File: src/rtl/fpga_cmd_pkg.sv
// fpga_cmd_pkg
// Shared definitions for the SPI command receiver and its consumers:
//   - command opcodes carried in the top nibble of a command word
//   - major-mode encodings for conf_word[7:5]
//   - the readback tag that leads every miso status word
//   - reset values of the configuration registers
//   - the receiver FSM state type
package fpga_cmd_pkg;

    // Command opcodes
    localparam logic [3:0] FPGA_CMD_SET_CONFREG = 4'b0001;
    localparam logic [3:0] FPGA_CMD_SET_DIVISOR = 4'b0010;
    localparam logic [3:0] FPGA_CMD_CLR_STATUS  = 4'b0011;

    // Major modes; MODE_7 is the "everything off" mode selected after reset
    localparam logic [2:0] FPGA_MAJOR_MODE_0 = 3'b000;
    localparam logic [2:0] FPGA_MAJOR_MODE_1 = 3'b001;
    localparam logic [2:0] FPGA_MAJOR_MODE_2 = 3'b010;
    localparam logic [2:0] FPGA_MAJOR_MODE_3 = 3'b011;
    localparam logic [2:0] FPGA_MAJOR_MODE_4 = 3'b100;
    localparam logic [2:0] FPGA_MAJOR_MODE_5 = 3'b101;
    localparam logic [2:0] FPGA_MAJOR_MODE_6 = 3'b110;
    localparam logic [2:0] FPGA_MAJOR_MODE_7 = 3'b111;

    // Leading nibble of the readback word, lets the ARM recognise a live FPGA
    localparam logic [3:0] FPGA_READBACK_TAG = 4'b1010;

    // Register reset values
    localparam logic [7:0] CONF_WORD_RESET = {FPGA_MAJOR_MODE_7, 5'b00000};
    localparam logic [7:0] DIVISOR_RESET   = 8'd95;

    // Receiver FSM states
    typedef enum logic [1:0] {
        IDLE   = 2'd0,
        SHIFT  = 2'd1,
        DECODE = 2'd2
    } rxState_e;

endpackage

File: src/rtl/fpga_spi_cmd_rx_sync_edge.sv
// sync_edge
// Multi-stage synchroniser for one asynchronous input, followed by a history
// flop so that rising and falling edges of the synchronised level can be
// reported as single-cycle pulses.
// Ports:
//   clk_i    system clock
//   rst_i    asynchronous active-high reset
//   din_i    asynchronous input pin
//   level_o  synchronised level (STAGES cycles behind the pin)
//   rise_o   one-cycle pulse on a synchronised 0->1 transition
//   fall_o   one-cycle pulse on a synchronised 1->0 transition
module sync_edge #(
    parameter int   STAGES    = 2,
    parameter logic RESET_VAL = 1'b0
) (
    input  logic clk_i,
    input  logic rst_i,
    input  logic din_i,
    output logic level_o,
    output logic rise_o,
    output logic fall_o
);

    logic [STAGES-1:0] sync_q;
    logic              hist_q;

    // Synchroniser chain plus history flop. Everything resets to the idle
    // level of the pin so no spurious edge appears right after reset.
    always_ff @(posedge clk_i or posedge rst_i) begin
        if (rst_i) begin
            sync_q <= {STAGES{RESET_VAL}};
            hist_q <= RESET_VAL;
        end else begin
            sync_q <= {sync_q[STAGES-2:0], din_i};
            hist_q <= sync_q[STAGES-1];
        end
    end

    assign level_o = sync_q[STAGES-1];
    assign rise_o  = sync_q[STAGES-1] & ~hist_q;
    assign fall_o  = ~sync_q[STAGES-1] & hist_q;

endmodule

File: src/rtl/fpga_spi_cmd_rx.sv
// fpga_spi_cmd_rx
// Single-clock SPI command receiver. The ARM's spck/mosi/ncs pins are
// synchronised into the pck0 domain, command words are assembled on spck
// rising edges, and on ncs rising the word is decoded into the configuration
// registers that drive the HF mode mux. A status word is shifted out on miso,
// advancing on spck falling edges.
// Ports:
//   pck0        system clock
//   rst         asynchronous active-high reset
//   spck        SPI clock from the ARM (asynchronous)
//   mosi        SPI data from the ARM, sampled on spck rising
//   ncs         SPI chip select, active low
//   miso        readback data, MSB first
//   conf_word   configuration register (major mode [7:5], options [2:0])
//   divisor     LF/aux divisor register
//   cmd_valid   one-cycle pulse per accepted command
//   cmd_opcode  opcode of the last accepted command
//   frame_err   sticky malformed-frame flag, cleared by CLR_STATUS
module fpga_spi_cmd_rx
    import fpga_cmd_pkg::*;
#(
    parameter int CMD_BITS    = 16,
    parameter int SYNC_STAGES = 2
) (
    input  logic       pck0,
    input  logic       rst,
    input  logic       spck,
    input  logic       mosi,
    input  logic       ncs,
    output logic       miso,
    output logic [7:0] conf_word,
    output logic [7:0] divisor,
    output logic       cmd_valid,
    output logic [3:0] cmd_opcode,
    output logic       frame_err
);

    // The bit counter must be able to hold CMD_BITS + 1 so that an over-long
    // frame is distinguishable from a correct one.
    localparam int               CNT_W   = $clog2(CMD_BITS + 2);
    localparam logic [CNT_W-1:0] CNT_OK  = CNT_W'(CMD_BITS);
    localparam logic [CNT_W-1:0] CNT_MAX = CNT_W'(CMD_BITS + 1);

    logic spckRise, spckFall, spckLevelUnused;
    logic mosiLevel, mosiRiseUnused, mosiFallUnused;
    logic ncsRise, ncsFall, ncsLevelUnused;

    rxState_e            state_q;
    logic [CMD_BITS-1:0] shiftReg_q;
    logic [CMD_BITS-1:0] txReg_q;
    logic [CNT_W-1:0]    bitCnt_q;
    logic                miso_q;
    logic [7:0]          confWord_q;
    logic [7:0]          divisor_q;
    logic                cmdValid_q;
    logic [3:0]          cmdOpcode_q;
    logic                frameErr_q;

    logic [CMD_BITS-1:0] shiftIn_d;
    logic [CMD_BITS-1:0] txShift_d;
    logic [CMD_BITS-1:0] txLoad_d;
    logic [3:0]          opcodeField;
    logic [CMD_BITS-13:0] reservedUnused;

    sync_edge #(.STAGES(SYNC_STAGES), .RESET_VAL(1'b0)) uSpckSync (
        .clk_i   (pck0),
        .rst_i   (rst),
        .din_i   (spck),
        .level_o (spckLevelUnused),
        .rise_o  (spckRise),
        .fall_o  (spckFall)
    );

    sync_edge #(.STAGES(SYNC_STAGES), .RESET_VAL(1'b0)) uMosiSync (
        .clk_i   (pck0),
        .rst_i   (rst),
        .din_i   (mosi),
        .level_o (mosiLevel),
        .rise_o  (mosiRiseUnused),
        .fall_o  (mosiFallUnused)
    );

    // ncs idles high, so its synchroniser resets high to avoid a false
    // frame start after reset release.
    sync_edge #(.STAGES(SYNC_STAGES), .RESET_VAL(1'b1)) uNcsSync (
        .clk_i   (pck0),
        .rst_i   (rst),
        .din_i   (ncs),
        .level_o (ncsLevelUnused),
        .rise_o  (ncsRise),
        .fall_o  (ncsFall)
    );

    // Next values of the data shifters and the readback word loaded at the
    // start of each frame: tag, zero pad, sticky error, current conf_word.
    assign shiftIn_d      = {shiftReg_q[CMD_BITS-2:0], mosiLevel};
    assign txShift_d      = {txReg_q[CMD_BITS-2:0], 1'b0};
    assign txLoad_d       = {FPGA_READBACK_TAG, {(CMD_BITS-13){1'b0}}, frameErr_q, confWord_q};
    assign opcodeField    = shiftReg_q[CMD_BITS-1 -: 4];
    assign reservedUnused = shiftReg_q[CMD_BITS-5:8];

    // Receiver FSM. All outputs are registered here so the configuration
    // registers only ever move on the single DECODE cycle, and miso is
    // forced low whenever no frame is in progress. spck edges are only acted
    // on in SHIFT, which is how edges with ncs high get ignored.
    always_ff @(posedge pck0 or posedge rst) begin
        if (rst) begin
            state_q     <= IDLE;
            shiftReg_q  <= '0;
            txReg_q     <= '0;
            bitCnt_q    <= '0;
            miso_q      <= 1'b0;
            confWord_q  <= CONF_WORD_RESET;
            divisor_q   <= DIVISOR_RESET;
            cmdValid_q  <= 1'b0;
            cmdOpcode_q <= 4'd0;
            frameErr_q  <= 1'b0;
        end else begin
            cmdValid_q <= 1'b0;
            case (state_q)
                IDLE: begin
                    miso_q <= 1'b0;
                    if (ncsFall) begin
                        state_q  <= SHIFT;
                        bitCnt_q <= '0;
                        txReg_q  <= txLoad_d;
                        miso_q   <= txLoad_d[CMD_BITS-1];
                    end
                end
                SHIFT: begin
                    if (ncsRise) begin
                        state_q <= DECODE;
                        miso_q  <= 1'b0;
                    end else begin
                        if (spckRise) begin
                            shiftReg_q <= shiftIn_d;
                            if (bitCnt_q != CNT_MAX) begin
                                bitCnt_q <= bitCnt_q + CNT_W'(1);
                            end
                        end
                        if (spckFall) begin
                            txReg_q <= txShift_d;
                            miso_q  <= txShift_d[CMD_BITS-1];
                        end
                    end
                end
                DECODE: begin
                    state_q <= IDLE;
                    if (bitCnt_q != CNT_OK) begin
                        frameErr_q <= 1'b1;
                    end else begin
                        case (opcodeField)
                            FPGA_CMD_SET_CONFREG: begin
                                confWord_q  <= shiftReg_q[7:0];
                                cmdValid_q  <= 1'b1;
                                cmdOpcode_q <= opcodeField;
                            end
                            FPGA_CMD_SET_DIVISOR: begin
                                divisor_q   <= shiftReg_q[7:0];
                                cmdValid_q  <= 1'b1;
                                cmdOpcode_q <= opcodeField;
                            end
                            FPGA_CMD_CLR_STATUS: begin
                                frameErr_q  <= 1'b0;
                                cmdValid_q  <= 1'b1;
                                cmdOpcode_q <= opcodeField;
                            end
                            default: begin
                                frameErr_q <= 1'b1;
                            end
                        endcase
                    end
                end
                default: begin
                    state_q <= IDLE;
                end
            endcase
        end
    end

    assign miso       = miso_q;
    assign conf_word  = confWord_q;
    assign divisor    = divisor_q;
    assign cmd_valid  = cmdValid_q;
    assign cmd_opcode = cmdOpcode_q;
    assign frame_err  = frameErr_q;

endmodule
File: config.mk
export PLATFORM = sky130hd
export DESIGN_NAME = fpga_spi_cmd_rx
export DESIGN_NICKNAME = d
export VERILOG_FILES = /design/src/rtl/fpga_cmd_pkg.sv /design/src/rtl/fpga_spi_cmd_rx_sync_edge.sv /design/src/rtl/fpga_spi_cmd_rx.sv
export SDC_FILE = /design/constraint.sdc
export NUM_CORES = 1
export LEC_CHECK = 0
export ABC_AREA = 1
export CAP_MARGIN = 40
export CORE_UTILIZATION = 25
export DETAILED_ROUTE_END_ITERATION = 6
export HOLD_SLACK_MARGIN = 0.1
export PLACE_DENSITY = 0.42
export SKIP_LAST_GASP = 1
export SYNTH_ARGS = -nofsm -noshare
export SYNTH_HDL_FRONTEND = slang
export SYNTH_HIERARCHICAL = 1
export SYNTH_SLANG_ARGS = --single-unit
File: constraint.sdc
create_clock -name pck0 -period 4.9 [get_ports pck0]
set_clock_uncertainty 0.05 [all_clocks]
set_input_delay 1.225 -clock pck0 [delete_from_list [all_inputs] [get_ports pck0]]
set_output_delay 1.225 -clock pck0 [all_outputs]
set_load 0.005 [all_outputs]
* Yosys cells after proc, flatten, opt, wreduce, memory -nomap -nowiden
Index checks and enable logic that the tools add are counted.
** Cells by class
- Bitwise operators :: 10
- Reduce and logical (&&, ||, !) cells :: 13
- Equal/unequal tests :: 15
- Add/subtract/negate cells :: 1
- Multiplexer cells :: 21
** Operator list (count)
- $mux W15 :: 3
- $pmux W15 S2 :: 1
- $mux W5 :: 4
- $ne A2 B2 Y1 const B :: 6
- $reduce_and A3 Y1 :: 4
- $ne A5 B5 Y1 const B :: 2
- $pmux W5 S2 :: 1
- $eq A4 B2 Y1 const B :: 2
- $mux W1 :: 7
- $not A1 Y1 :: 6
- $reduce_and A2 Y1 :: 3
- $add A5 B1 Y5 const B :: 1
- $reduce_and A5 Y1 :: 1
- $and A1 B1 Y1 :: 4
- $eq A4 B1 Y1 const B :: 1
- $mux W2 :: 2
- $pmux W1 S2 :: 2
- $pmux W2 S2 :: 1
- $reduce_and A4 Y1 :: 1
- $ne A3 B3 Y1 const B :: 1
- $reduce_or A3 Y1 :: 1
- $eq A2 B1 Y1 const B :: 1
- $eq A2 B2 Y1 const B :: 1
- $logic_not A2 Y1 :: 1
- other kinds (3) :: 3
** Storage, ports and cells
- Register bits after elaboration :: 69

* Longest topological paths before layout
- Depth after elaboration :: 5
- Depth in mapped cells :: 10

* By module
Netlist, hierarchy kept.
** Modules (own cells, without submodules)
- fpga_spi_cmd_rx :: area an instance 2821.5 um^2, cells each 342, instances 1
- sync_edge (uMosiSync ...) :: area an instance 93.8 um^2, cells each 8, instances 2
- sync_edge (uNcsSync) :: area an instance 97.6 um^2, cells each 8, instances 1

* Least setup slack after synthesis
OpenSTA, ideal clock, no wires.
- Path type :: register to output
- Start :: register confWord_q[5], in the netlist conf_word[5]
- End :: output port conf_word[5]
- Data required time :: 3.625 ns
- Path buffers :: 0
- Slack :: 3.106 ns
- Arrival :: 0.519 ns
- Stages on the path, launching flop included :: 1
- Path through :: dfstp_2
** RTL lines
- start, declared :: RTL line fpga_spi_cmd_rx.sv:53 : logic [7:0] confWord_q;
- start signal, assigned :: RTL line fpga_spi_cmd_rx.sv:154 : confWord_q <= shiftReg_q[7:0];
- end, declared :: RTL line fpga_spi_cmd_rx.sv:31 : output logic [7:0] conf_word,
No word-level cell between the ends.

* Final worst setup path
- Start :: register confWord_q[7], in the netlist conf_word[7]
- End :: output port conf_word[7]
No word-level cell between the ends.

==> impl.org <==
** Outcome
- The run finished with clean final reports.

** Clock tree
- The clock tree synthesis step divided the H-tree into 3 levels.
- Postcts setup bufs :: 0
- Hold repair after CTS inserted 0 buffers.
- TritonCTS built the clock tree.
- In this run, post-CTS repair resized a total of 0 instances.
- Later-pin clock latency in the skew report :: between 300 and 400 ps
- TritonCTS created 9 clock buffers.
- The longest clock path from root to sink contains 2 buffers.
- The tree is rooted in a sky130_fd_sc_hd__clkbuf_16.
- Clk sink count :: roughly 70
- Clock-pin slew on the worst setup and hold paths :: around 50 ps

** Floorplan
- Horiz. Die Dim :: between 100 and 150 microns
- The initial utilization of the core area, before any placement, comes to 0.256.
- Die area :: ~13000 sq um
- The floorplan has 40 rows.
- Height of the die :: roughly 110 microns
- The region available for standard cell placement spans 12000 sq um.
- Count of boundary I/O pins :: 28

** Worst hold path
- In this run the worst hold path is classified as flop to flop.

** Routing
- First drt pass iteration count :: 4
- Summing over every cut layer, the via total after detailed routing is ~2300.
- ANT nets after route :: 0
- Total Wirelength :: approximately 6.5 mm
- Iteration-0 DRC count of the detailed router :: around 100
- # DRC :: 0
- Using the TritonRoute via totals, the vias-per-cell ratio works out to 4.16.
- Routed length per instance :: about 12 microns

** Worst setup path
- Data on the critical path is required at its endpoint by 3620 ps.
- On the worst path, the slowest cell contributes a delay of 550 ps.
- CP Launch Type :: flop
- Cell at the slowest stage of the critical path :: sky130_fd_sc_hd__dfstp_2
- The worst setup path is captured at a primary output.
- Of all nets on the critical path, the largest fanout is 3.
- Worst Path Class, Setup :: flop to primary output
- WP data arrival :: approximately 1400 ps
- Cell-by-cell trace of the critical path :: clkdlybuf4s50_1
- In this design, the largest share of critical-path delay is due to flip-flops.
- WP buf/inv :: 1

** Global routing
- Final global-route overflow total :: 0
- Global-route wire length before repair :: approximately 11 mm
- Global routing usage summed across all routing layers :: 0.114
- Number of global-route vias before repair :: 2291
- Entering global routing, the biggest net connects 33 pins.
- Number of antenna violations at the first check in global routing :: 0

** Power and ir drop
- Of the total power, the share spent switching nets is 0.320.
- Total power :: 0.00189 W
- Leakage power :: ~1.9 nW
- Of the total power, registers draw 0.415.
- Power density cells :: between 400 and 500 nW/um^2
- Clock power share :: 0.375
- IR analysis of the VDD net gives a maximum drop of 0.191 mV.
- Internal power comes to 0.00129 W.
- Combinational share of power :: 0.210
- The analysis attributes to net switching a power of roughly 0.0006 W.

** Layout
- Number of diodes :: 0
- Layout overhead on the synthesized area :: 24.3%
- The final layout contains roughly 400 nets.
- The multi-input combinational cells in the finished layout cover a total of about 1100 sq um.
- Counting the fill cells in the layout gives 1233.
- Fraction of layout cells with a size suffix above 1 :: 0.139
- Summing all flip-flop and latch instances after layout gives about 1700 sq um.

** Logic synthesis
- Counting every net in the synthesized netlist gives around 370.
- Number of standard cells after synthesis :: between 300 and 400
- During synthesis, Yosys emitted a total of 6 warnings.
- Summing every instance area after synthesis gives about 3100 sq um.
- Mean Syn Cell Area :: ~8.5 sq um

** STA
- For the pin with the worst max-slew slack, the measured transition is 599 ps.
- Setup repair after global routing left no endpoint under its margin.
- Based on the critical path, the design can be clocked at up to 377 MHz.
- After routing, the total negative slack on setup checks comes to 0 ps.
- The worst path needs approximately 2700 ps of the cycle, external delays included.
- Post-route clock period utilization :: 0.542
- Final count of negative-setup-slack endpoints :: 0
- The max-slew violation total from the final report came to 0.
- Count of final hold-check violations :: 0
- Worst slew margin relative to its limit :: 0.600

** Job
- Maximum capacitance violations :: 0

** Placement
- Number of port buffers :: 27
- Routability-driven placement finished with a final weighted congestion of 0.715.
- Hpwl dp :: around 4.5 mm
==> power by group through the flow <==
stage                     logic (W)  clock network, W  registers, W
final                      0.000397          0.000708      0.000785
after global routing       0.000464          0.000750      0.000802
after CTS                  0.000406          0.000724      0.000786
after detailed placement   0.000403                 0      0.000795
after global placement     0.000394                 0      0.000792
after floorplan            0.000346                 0      0.000757
==> metrics by stage <==
| step | instance area [sq um] | std cells | hold slack [ps] | setup WS (ps) | util |
|---|---|---|---|---|---|
| floorplan | 3070 | 361 | 281 | 2130 | - |
| global placement | 3450 | 525 | 285 | 2020 | 0.288 |
| detailed placement | 3480 | 527 | 289 | 2190 | 0.291 |
| CTS | 3810 | 543 | 306 | 2220 | 0.319 |
| global route | 3810 | 543 | 313 | 2200 | 0.319 |
| finish | 3810 | 543 | 304 | 2250 | 0.319 |
==> worst paths after layout <==
path / startpoint / to / slack (ps) / cells past startpoint
hold reg to reg: uMosiSync/sync_q[0]$_DFF_PP0_ / uMosiSync/sync_q[1]$_DFF_PP0_ / 300 / 0
setup reg to reg: state_q[0]$_DFFE_PP0P_ / shiftReg_q[4]$_DFFE_PP0P_ / 2650 / 5
min in group asynchronous: rst / uMosiSync/sync_q[1]$_DFF_PP0_ / 1110 / 2
hold / removal: uMosiSync/sync_q[0]$_DFF_PP0_ / uMosiSync/sync_q[1]$_DFF_PP0_ / 300 / 0
max in group asynchronous: rst / divisor[0]$_DFFE_PP1P_ / 2620 / 4
setup / recovery: conf_word[7]$_DFFE_PP1P_ / conf_word[7] / 2250 / 1
==> layout by cell type, fill, tap and decap left out, drive strengths merged <==
cell type      count
nand2            152
dfrtp             57
inv               36
nand3             33
nor2              29
clkdlybuf4s50     27
o21ai             17
dfstp             12
clkbuf            12
a21oi              9
ha                 3
clkinv             3
buf                3
bufinv             2
nand3b             1
==> state kept, by name, indices dropped and copies added, names as in the netlist, 2 cells and up <==
name,count
uSpckSync/sync_q,2
conf_word,8
cmd_opcode,4
uMosiSync/sync_q,2
state_q,2
bitCnt_q,5
divisor,8
uNcsSync/sync_q,2
txReg_q,15
shiftReg_q,16
==> layer usage <==
| metal | share of wire | track usage | up-vias |
|---|---|---|---|
| met2 | 0.45 | 0.179 | 27 |
| met4 | 0.016 | 0.0427 | 0 |
| met1 | 0.50 | 0.148 | 1050 |
| met5 | 0 | 0 | - |
| li1 | - | - | 1172 |
| met3 | 0.034 | 0.0359 | 8 |
==> final cells by class <==
| type | count | area share |
|---|---|---|
| flip-flops and latches | 69 | 0.457 |
| multi-input cells | 244 | 0.289 |
| repair buffers | 30 | 0.0821 |
| clock buffers | 12 | 0.0673 |
| well taps | 147 | 0.0483 |
| inverters | 37 | 0.0378 |
| clock inverters | 4 | 0.0184 |
Power figures use the tool's default switching activity.
